## config.mk

```make
export PLATFORM = sky130hd
export DESIGN_NAME = mem_dump
export DESIGN_NICKNAME = d
export VERILOG_FILES = /design/src/rtl/mem_dump.sv
export SDC_FILE = /design/constraint.sdc
export NUM_CORES = 1
export LEC_CHECK = 0
export BUFFER_PORTS_ARGS = -buffer_cell sky130_fd_sc_hd__buf_2
export CORE_MARGIN = 2
export CORE_UTILIZATION = 49
export CTS_CLUSTER_DIAMETER = 100
export DETAILED_ROUTE_END_ITERATION = 10
export PLACE_DENSITY = 0.78
export SLEW_MARGIN = 5
export SYNTH_ARGS = -nofsm -noshare
export SYNTH_HDL_FRONTEND = slang
export SYNTH_SLANG_ARGS = --single-unit
```

## constraint.sdc

```tcl
create_clock -name clk -period 2.15 [get_ports clk]
set_clock_uncertainty 0.15 [all_clocks]
set_input_delay 0.43 -clock clk [delete_from_list [all_inputs] [get_ports clk]]
set_output_delay 0.43 -clock clk [all_outputs]
set_load 0.005 [all_outputs]
```

## src/rtl/mem_dump.sv

```systemverilog
// Sequential RAM readback engine: walks an inclusive, wrapping address range and
// streams each byte over valid/ready. Optional trailing checksum beat: MEM_DUMP_CHECKSUM_EN.
module mem_dump #(
  parameter int ADDR_W = 8,
  parameter int DATA_W = 8
) (
  input  logic              clk,
  input  logic              reset,
  input  logic              start,
  input  logic              abort,
  input  logic [ADDR_W-1:0] first_addr,
  input  logic [ADDR_W-1:0] last_addr,
  input  logic [DATA_W-1:0] mem_q,
  output logic [ADDR_W-1:0] mem_addr,
  output logic              mem_rd_en,
  output logic [DATA_W-1:0] dout,
  output logic              dout_valid,
  output logic              dout_last,
  input  logic              dout_ready,
  output logic              busy,
  output logic              done,
  output logic [2:0]        STATE
);

  typedef enum logic [2:0] {
    S_IDLE    = 3'd0,
    S_ADDR    = 3'd1,
    S_WAIT    = 3'd2,
    S_PRESENT = 3'd3,
`ifdef MEM_DUMP_CHECKSUM_EN
    S_CKSUM   = 3'd4,
`endif
    S_DONE    = 3'd5
  } state_t;

  state_t            state_r;
  logic [ADDR_W-1:0] cur_r;
  logic [ADDR_W-1:0] last_r;
`ifdef MEM_DUMP_CHECKSUM_EN
  logic [DATA_W-1:0] cksum_r;

  function automatic logic [DATA_W-1:0] cksum_add(input logic [DATA_W-1:0] acc,
                                                  input logic [DATA_W-1:0] data);
    return acc + data;
  endfunction
`endif

  // Address walk wraps naturally at the top of the RAM.
  function automatic logic [ADDR_W-1:0] addr_inc(input logic [ADDR_W-1:0] a);
    return a + ADDR_W'(1);
  endfunction

  assign STATE = state_r;

  // Dump sequencer with all outputs registered alongside the state transition.
  always_ff @(posedge clk or negedge reset) begin
    if (!reset) begin
      state_r    <= S_IDLE;
      cur_r      <= '0;
      last_r     <= '0;
`ifdef MEM_DUMP_CHECKSUM_EN
      cksum_r    <= '0;
`endif
      mem_addr   <= '0;
      mem_rd_en  <= 1'b0;
      dout       <= '0;
      dout_valid <= 1'b0;
      dout_last  <= 1'b0;
      busy       <= 1'b0;
      done       <= 1'b0;
    end else if (abort) begin
      // Abort also blocks a start presented in IDLE; mem_addr keeps its value.
      state_r    <= S_IDLE;
      mem_rd_en  <= 1'b0;
      dout_valid <= 1'b0;
      dout_last  <= 1'b0;
      busy       <= 1'b0;
      done       <= 1'b0;
    end else begin
      case (state_r)
        S_IDLE: begin
          if (start) begin
            cur_r     <= first_addr;
            last_r    <= last_addr;
            mem_addr  <= first_addr;
            mem_rd_en <= 1'b1;
            busy      <= 1'b1;
`ifdef MEM_DUMP_CHECKSUM_EN
            cksum_r   <= '0;
`endif
            state_r   <= S_ADDR;
          end else begin
            state_r   <= S_IDLE;
          end
        end
        S_ADDR: begin
          state_r <= S_WAIT;
        end
        S_WAIT: begin
          dout       <= mem_q;
          dout_valid <= 1'b1;
`ifdef MEM_DUMP_CHECKSUM_EN
          cksum_r    <= cksum_add(cksum_r, mem_q);
          dout_last  <= 1'b0;
`else
          dout_last  <= (cur_r == last_r);
`endif
          state_r    <= S_PRESENT;
        end
        S_PRESENT: begin
          if (dout_ready) begin
            if (cur_r != last_r) begin
              cur_r      <= addr_inc(cur_r);
              mem_addr   <= addr_inc(cur_r);
              dout_valid <= 1'b0;
              dout_last  <= 1'b0;
              state_r    <= S_ADDR;
            end else begin
`ifdef MEM_DUMP_CHECKSUM_EN
              // cksum_r already includes the final byte, added in WAIT.
              dout      <= cksum_r;
              dout_last <= 1'b1;
              state_r   <= S_CKSUM;
`else
              dout_valid <= 1'b0;
              dout_last  <= 1'b0;
              done       <= 1'b1;
              state_r    <= S_DONE;
`endif
            end
          end else begin
            state_r <= S_PRESENT;
          end
        end
`ifdef MEM_DUMP_CHECKSUM_EN
        S_CKSUM: begin
          if (dout_ready) begin
            dout_valid <= 1'b0;
            dout_last  <= 1'b0;
            done       <= 1'b1;
            state_r    <= S_DONE;
          end else begin
            state_r <= S_CKSUM;
          end
        end
`endif
        S_DONE: begin
          done      <= 1'b0;
          busy      <= 1'b0;
          mem_rd_en <= 1'b0;
          state_r   <= S_IDLE;
        end
        default: begin
          dout_valid <= 1'b0;
          dout_last  <= 1'b0;
          done       <= 1'b0;
          busy       <= 1'b0;
          mem_rd_en  <= 1'b0;
          state_r    <= S_IDLE;
        end
      endcase
    end
  end

endmodule
```

## Yosys cells after proc, flatten, opt, wreduce, memory -nomap -nowiden

Index checks and enable logic that the tools add are counted.

| operators by class | value |
|---|---|
| mux-type cells | 21 |
| order comparisons | 0 |
| add/sub/neg operators | 1 |
| multiply operators | 0 |
| reductions and logical operators | 11 |
| shift-type cells | 0 |
| divide/modulo/power cells | 0 |
| equality and inequality tests | 15 |
| bitwise logic cells | 1 |

Operators with widths:

| cell | number |
|---|---|
| 2-to-1 mux 8 bit | 3 |
| case mux 8 bit (2 select lines) | 1 |
| case mux 3 bit (4 select lines) | 1 |
| 2-to-1 mux 1 bit | 9 |
| 2-to-1 mux 3 bit | 3 |
| inequality test 3 bit (second input constant) | 3 |
| OR reduction 3 bit | 3 |
| adder 8 x 1 -> 8 bit (second input constant) | 1 |
| == test 8 bit | 1 |
| inequality test 8 bit | 1 |
| == test 3 x 2 -> 1 bit (second input constant) | 2 |
| inequality test 2 x 1 -> 1 bit (second input constant) | 3 |
| inequality test 2 bit (second input constant) | 3 |
| case mux 1 bit (3 select lines) | 2 |
| AND reduction 2 bit | 3 |
| AND reduction 3 bit | 2 |
| AND reduction 5 bit | 1 |
| case mux 1 bit (2 select lines) | 2 |
| == test 3 x 1 -> 1 bit (second input constant) | 1 |
| == test 3 bit (second input constant) | 1 |
| zero test 3 bit | 1 |
| nonzero test 2 bit | 1 |
| inverter 1 bit | 1 |

| word-level totals | value |
|---|---|
| input bits | 29 |
| output and inout port bits | 24 |
| logic and storage cells | 57 |
| bits in latches | 0 |
| RAM bits | 0 |
| register bits | 31 |
| memory bits (read-only) | 0 |
| memories | 0 |

## Depth between registers and ports, before layout

Gate-level depths: netlist of the first run.

| depth | value |
|---|---|
| depth after elaboration | 5 |
| gate-level depth with buffers | 6 |

## Least setup slack after synthesis of the first run

No wires, ideal clock.

| path | value |
|---|---|
| path kind | register to register |
| start | register state_r[0], in the netlist STATE[0] |
| end | register cur_r[1] |
| clock period less this slack | 1.757 ns |
| buffers on the path | 0 |
| stages on the path, launching flop included | 6 |
| setup time | 0.119 ns |
| setup slack | 0.393 ns |
| data arrival time | 1.488 ns |
| cell sequence | dfrtp_1 nor3b_2 o21ai_4 o21bai_4 o32a_2 o21a_1 |

| on the way | value |
|---|---|
| word-level cells in the longest chain between the ends | 3 |

RTL lines:

| element | RTL line | text |
|---|---|---|
| start, declared | 36 | `state_t state_r;` |
| start signal, assigned | 58 | `state_r <= S_IDLE;` |
| start signal, assigned | 73 | `state_r <= S_IDLE;` |
| start signal, assigned | 91 | `state_r <= S_ADDR;` |
| == test 3 x 2 -> 1 bit / zero test 3 bit (equally long branches) | 80 | `case (state_r)` |
| inequality test 2 bit (no source line) / nonzero test 2 bit (equally long branches) | - |  |
| AND reduction 5 bit (no source line) | - |  |
| end signal, assigned | 83 | `cur_r <= first_addr;` |
| end signal, assigned | 113 | `cur_r <= addr_inc(cur_r);` |
| end, declared | 37 | `logic [ADDR_W-1:0] cur_r;` |

Several ways; a longest one is shown, not always the timed one.
A chain may end at the register's enable or synchronous reset.

## Final worst setup path of the first run

Ends and elaborated chain as after synthesis.

==> run_results.csv, run 1 <==
group,metric,value,unit
run_status,run_status,"complete, no violations",
synth,synth_area,1530,um2
timing,rsz0062_at_grt,"false",
routing,avgViaCountPerCell,5.28,
cts,cts_tree,"done",
critical_path,crit_type,"flop to flop",
synth,synth-seq-cells,31,
routing,drt-met1-wl,1.47,mm
power_and_ir_drop,peakVddDrop,0.517,mV
synth,synth_cells,150,
critical_path,rrSetupSlack,0.28,ns
synth,synth.top_cell.area_share,50.7,%
grt,grt.overflow.total,0,
place,portBuffers,52,
synth,synthTopCellsByArea,"dfrtp_1 51%, nand2_1 9.6%, mux2_2 5.9%",
finish,area_growth,24.4,%
worst_hold_path,hold_end,"last_r[6]",
timing,maxSlewHeadroom,55.7,%
grt,gr-usage-all-layers,20.9,%
synth,synth_area_leader_cell,"dfrtp_1",
synth,async_reset_ff_share,100,%
critical_path,r2r_end,"cur_r[1]",
floorplan,core_area,3000,um2
critical_path,max_stage_delay,0.47,ns
timing,timing.setup.tns,0,ns
timing,min_period_over_period,86.9,%
timing,fin_crit,1.87,ns
synth,synth_nets,180,
cts,path_clk_slew,0.10,ns
cts,cts_max_level,2,
critical_path,start_kind,"flop",
critical_path,critPathMaxFanout,8,
cts,cts_sinks,31,
critical_path,arrival,1.94,ns
grt,grt_start_max_net_pins,32,
timing,slew_viol_final,0,
power_and_ir_drop,powerDensity,965,nW/um2
cts,clk_path_buf_depth,2,
routing,firstDrtPassIters,4,
floorplan,num_io_pins,53,
synth,seq_area_frac_synth,50.7,%
finish,diodes,0,
worst_hold_path,hold_path_class,"input port to flop",
grt,grt_first_pass_wirelength,5.48,mm
routing,drcViolationCount,0,
floorplan,dieArea,3590,um2
grt,grt_pass1_vias,1251,
routing,maxUsedRoutingLayer,"met4",
finish,final_cell_mix,"52 x buf_2, 39 x nand2_1, 31 x dfrtp_1",
place,place_congestion,0.925,
critical_path,worstReg2RegStart,"STATE[0]",
floorplan,rows,20,
timing,finalHoldViolations,0,
routing,wl_met3,236,um
timing,max_freq,0.535,GHz
synth,yosysUniqueCellTypes,40,
finish,final_common_cell,"buf_2",
floorplan,die-height,59.9,um
place,hpwl,2.51,mm
worst_hold_path,min_from,"last_addr[6]",
cts,cts_inserted_buffers,5,
synth,synth_area_per_cell,10.2,um2
cts,root_buffer,"clkbuf_4",
routing,wl_per_cell,13.4,um
floorplan,initial_core_util,51.0,%
routing,drt_iter0_drc,86,
cts,cts_resized,0,
critical_path,worstPathRequired,2.22,ns
routing,wl_met2,1.53,mm
routing,num_vias,1278,
routing,finalWirelength,3.25,mm
synth,ys.warnings.count,0,
critical_path,path_cells,"nor3b_2 > o21ai_4 > o21bai_4 > o32a_2 > o21a_1",
critical_path,crit_path_top_delay_cell,"dfrtp_1",
power_and_ir_drop,power.leakage,0.000931,uW
cts,clock_latency,0.32,ns
place,placed_area,1840,um2
run,cap_violations,0,
synth,synth-main-ff-cell,"dfrtp_1",
timing,finalSetupViolCount,0,
finish,final_cell_area,1910,um2
critical_path,r2r_cells,5,
timing,tightestPinTransition,0.664,ns
synth,synth_edf_count,0,
worst_hold_path,hold_depth,3,
grt,antenna_found_initial,0,
finish,nets,239,
routing,ant_nets,0,
finish,drive_gt1_share,42.1,%
floorplan,die_w,59.9,um
critical_path,worst_setup_path_end_kind,"flop",
-- critical path, delay by kind of cell, from the launching register on --
kind,cells,cell delay (ns)
DFF,1,0.47
AOI/OAI and AO/OA,4,0.82
and+or+nand+nor,1,0.34
-- sequential cells by signal, summed over array words and instances, names as in the netlist --
| register | cells |
|---|---|
| STATE | 3 |
| busy | 1 |
| cur_r | 8 |
| done | 1 |
| dout | 8 |
| dout_last | 1 |
| dout_valid | 1 |
| last_r | 8 |
-- routing by layer --
layer | vias up | GRT usage [%]
li1 | 639 | -
met1 | 582 | 26.2
met2 | 55 | 33.7
met3 | 2 | 7.58
met4 | 0 | 6.35
met5 | - | 0
-- area by class of cell --
class | instances | area [um2]
well taps | 33 | 41.3
clock inverters | 1 | 5.00
repair buffers | 57 | 300
multi-input cells | 114 | 732
clock buffers | 6 | 51.3
flip-flops and latches | 31 | 776
fillers | 259 | 1100
-- metrics by stage --
| stage | util (%) | hold WS, ns | worst slack, ns | total power [uW] | instances |
|---|---|---|---|---|---|
| floorplan | - | -0.0156 | 0.393 | 1250 | 150 |
| global placement | 61.3 | 0.308 | 0.305 | 1490 | 234 |
| detailed placement | 61.3 | 0.329 | 0.261 | 1520 | 234 |
| CTS | 63.5 | 0.134 | 0.263 | 1860 | 242 |
| global route | 63.5 | 0.128 | 0.156 | 1980 | 242 |
| finish | 63.5 | 0.151 | 0.281 | 1840 | 242 |
-- cell families after synthesis --
group	Yosys count	share of synthesized area, %
compound gates	29	15.0
flops	31	50.7
simple gates	68	21.5
buf+inv	5	1.55
mux	8	5.88
xor+xnor	8	4.58
fa+ha+maj	1	0.817
-- Yosys cell counts (2+ instances only) --
| library cell | instances |
|---|---|
| o211ai_1 | 3 |
| o22ai_1 | 2 |
| nor2_1 | 9 |
| nor2_2 | 2 |
| clkbuf_1 | 3 |
| o21ai_0 | 5 |
| mux2_2 | 8 |
| nand3_1 | 5 |
| xnor2_1 | 8 |
| nor3_1 | 2 |
| nand2_1 | 39 |
| dfrtp_1 | 31 |
| a21oi_1 | 5 |
| o21a_1 | 2 |
-- power by group --
group / total (uW) / internal [uW] / switching (uW) / leakage (uW)
clock: 336 / 151 / 184 / 0.0000341
sequential: 885 / 745 / 140 / 0.000379
combinational: 619 / 328 / 291 / 0.000518
total: 1840 / 1220 / 615 / 0.000931
-- worst max path at each step --
stage          startpoint        to  slack [ns]  cells after the start
6_report         STATE[0]  cur_r[1]        0.28                      5
5_1_grt          cur_r[2]  cur_r[0]        0.16                      5
4_1_cts          STATE[0]  cur_r[5]        0.26                      5
3_5_place_dp        abort   dout[1]        0.26                      5
3_3_place_gp        abort   dout[0]        0.31                      5
2_1_floorplan    STATE[0]  cur_r[1]        0.39                      5
-- what timing repair did --
item / in CTS / in global routing
setup buffers: 0 / 0
endpoints found under the hold margin: 6 / 0
hold buffers: 1 / 0
(Power assumes the default switching activity.)
==> run 2, diff against run 1 <==
--- a/config.mk
+++ b/config.mk
@@ -10,6 +10,7 @@
 export CORE_UTILIZATION = 49
 export CTS_CLUSTER_DIAMETER = 100
 export DETAILED_ROUTE_END_ITERATION = 10
+export GPL_TIMING_DRIVEN = 0
 export PLACE_DENSITY = 0.78
 export SLEW_MARGIN = 5
 export SYNTH_ARGS = -nofsm -noshare
==> run 2 against run 1 <==
Net effect: clock-buffer cell count increased by 1; global-route usage about the same; first-iteration DRC count decreased by 10%; core utilization increased by 0.33 points; die area unchanged; maximum frequency decreased by 0.99%; via count increased by 3.8%; sequential share of layout area decreased by 0.21 points; critical path depth unchanged; final cell count increased by 0.83%; register-to-register slack got worse by 0.02 ns; largest cell class unchanged; largest power group unchanged.
==> run_results.csv, run 2 (synthesis results as in run 1) <==
group,metric,value,unit
cts,cts_tree,"done",
place,place_inst,235,
finish,nets,240,
critical_path,crit_buf_inv,1,
timing,finalHoldViolations,0,
run_status,run_status,"complete, no violations",
cts,clk_path_buf_depth,2,
critical_path,crit_type,"flop to flop",
finish,final_common_cell,"buf_2",
routing,drcViolationCount,0,
finish,fin_cells,244,
cts,hold_buffers,1,
critical_path,max_stage_delay,0.47,ns
grt,grt.overflow.total,0,
worst_hold_path,hold_path_class,"input port to flop",
run,cap_violations,0,
finish,area_growth,25.1,%
timing,min_period_over_period,87.8,%
routing,wl_per_cell,13.5,um
power_and_ir_drop,power.leakage,0.000927,uW
critical_path,worst_setup_path_end_kind,"flop",
power_and_ir_drop,combPwrFrac,31.6,%
cts,cts_sinks,31,
routing,ant_nets,0,
routing,finalWirelength,3.28,mm
place,place_congestion,0.841,
timing,fin_crit,1.89,ns
critical_path,cp_top_family,"simple AND/OR/NAND/NOR gates",
floorplan,initial_core_util,51.0,%
finish,drive_gt1_share,41.2,%
critical_path,worstPathRequired,2.27,ns
grt,antenna_found_initial,0,
floorplan,core_area,3000,um2
power_and_ir_drop,p_total,1880,uW
critical_path,path_cells,"nor3b_2 > and2_2 > clkbuf_1 > a22oi_1 > nand3_1",
finish,final_cell_mix,"53 x buf_2, 39 x nand2_1, 31 x dfrtp_1",
timing,slew_viol_final,0,
power_and_ir_drop,intPower,1250,uW
critical_path,rrSetupSlack,0.26,ns
critical_path,crit_path_top_delay_cell,"dfrtp_1",
timing,rsz0062_at_grt,"false",
critical_path,start_kind,"flop",
cts,cts_setup_buffers,0,
power_and_ir_drop,clkPwrFrac,21.1,%
power_and_ir_drop,p_sw,632,uW
cts,cts_max_level,2,
routing,firstDrtPassIters,4,
floorplan,num_io_pins,53,
floorplan,die-height,59.9,um
timing,max_freq,0.530,GHz
timing,setup_ws,0.262,ns
floorplan,rows,20,
grt,grt_pass1_vias,1231,
power_and_ir_drop,seqPwrFrac,47.2,%
cts,root_buffer,"clkbuf_4",
power_and_ir_drop,peakVddDrop,0.504,mV
timing,timing.setup.tns,0,ns
cts,path_clk_slew,0.11,ns
finish,final_core_util,63.8,%
place,place_ws,0.249,ns
grt,gr-usage-all-layers,20.9,%
timing,finalSetupViolCount,0,
floorplan,die_w,59.9,um
routing,num_vias,1327,
grt,grt_start_max_net_pins,32,
power_and_ir_drop,powerDensity,984,nW/um2
place,hpwl,2.48,mm
routing,avgViaCountPerCell,5.44,
floorplan,dieArea,3590,um2
grt,grt_first_pass_wirelength,5.41,mm
finish,reg_top3,"cur_r: 8 flops, dout: 8 flops, last_r: 8 flops",
timing,maxSlewHeadroom,54.7,%
place,portBuffers,52,
cts,cts_resized,0,
finish,diodes,0,
routing,drt_iter0_drc,77,
critical_path,critPathMaxFanout,10,
cts,clock_latency,0.34,ns
power_and_ir_drop,swShare,33.5,%
timing,tightestPinTransition,0.680,ns
cts,cts_inserted_buffers,5,
critical_path,arrival,2.01,ns
[run 2: cell count changes in the layout (fill, tap and decap cells not counted), sizes merged]
cell,delta
buf,-2
clkbuf,+4
clkinv,-1
clkinvlp,+1
[run 2: layout make-up]
| cell class | instances | area (um2) |
|---|---|---|
| Fill cell | 253 | 1090 |
| Sequential cell | 31 | 776 |
| Multi-Input combinational cell | 114 | 732 |
| Timing Repair Buffer | 53 | 270 |
| Clock buffer | 7 | 65.1 |
| Tap cell | 33 | 41.3 |
| Buffer | 5 | 23.8 |
| Clock inverter | 1 | 7.51 |
[run 2: tightest hold or removal path, stage by stage]
cell and delay, ns:
buf_2 0.08, nand2_1 0.04, nand2_1 0.04
[run 2: power groups by stage]
| stage | clock network, uW | logic, uW | registers, uW |
|---|---|---|---|
| floorplan | 0 | 364 | 887 |
| global placement | 0 | 581 | 892 |
| detailed placement | 0 | 600 | 901 |
| CTS | 410 | 605 | 891 |
| global route | 432 | 662 | 911 |
| finish | 398 | 596 | 890 |
[run 2: routing by layer]
metal  GRT usage (%)  share of wire [%]  wire length [um]  vias to the layer above
li1                -                  -                 -                      649
met1            25.5                 44              1450                      621
met2            32.8                 47              1550                       49
met3            7.36                6.6               216                        8
met4            10.2                1.9                62                        0
met5               0                  0                 0                        -
[run 2: path summary, 6_finish.rpt]
check,startpoint,endpoint,depth (start not counted)
max,STATE[0],cur_r[4],5
max in group asynchronous,reset,dout_valid,2
min reg2reg,dout_valid,dout_valid,1
min,last_addr[5],last_r[5],3
max reg2reg,STATE[0],cur_r[4],5
min in group asynchronous,reset,cur_r[0],2
[run 2: metrics by stage]
stage,hold WS [ns],area (um2)
finish,0.119,1920
CTS,0.107,1920
global placement,0.310,1830
floorplan,-0.0156,1530
global route,0.117,1920
detailed placement,0.327,1830
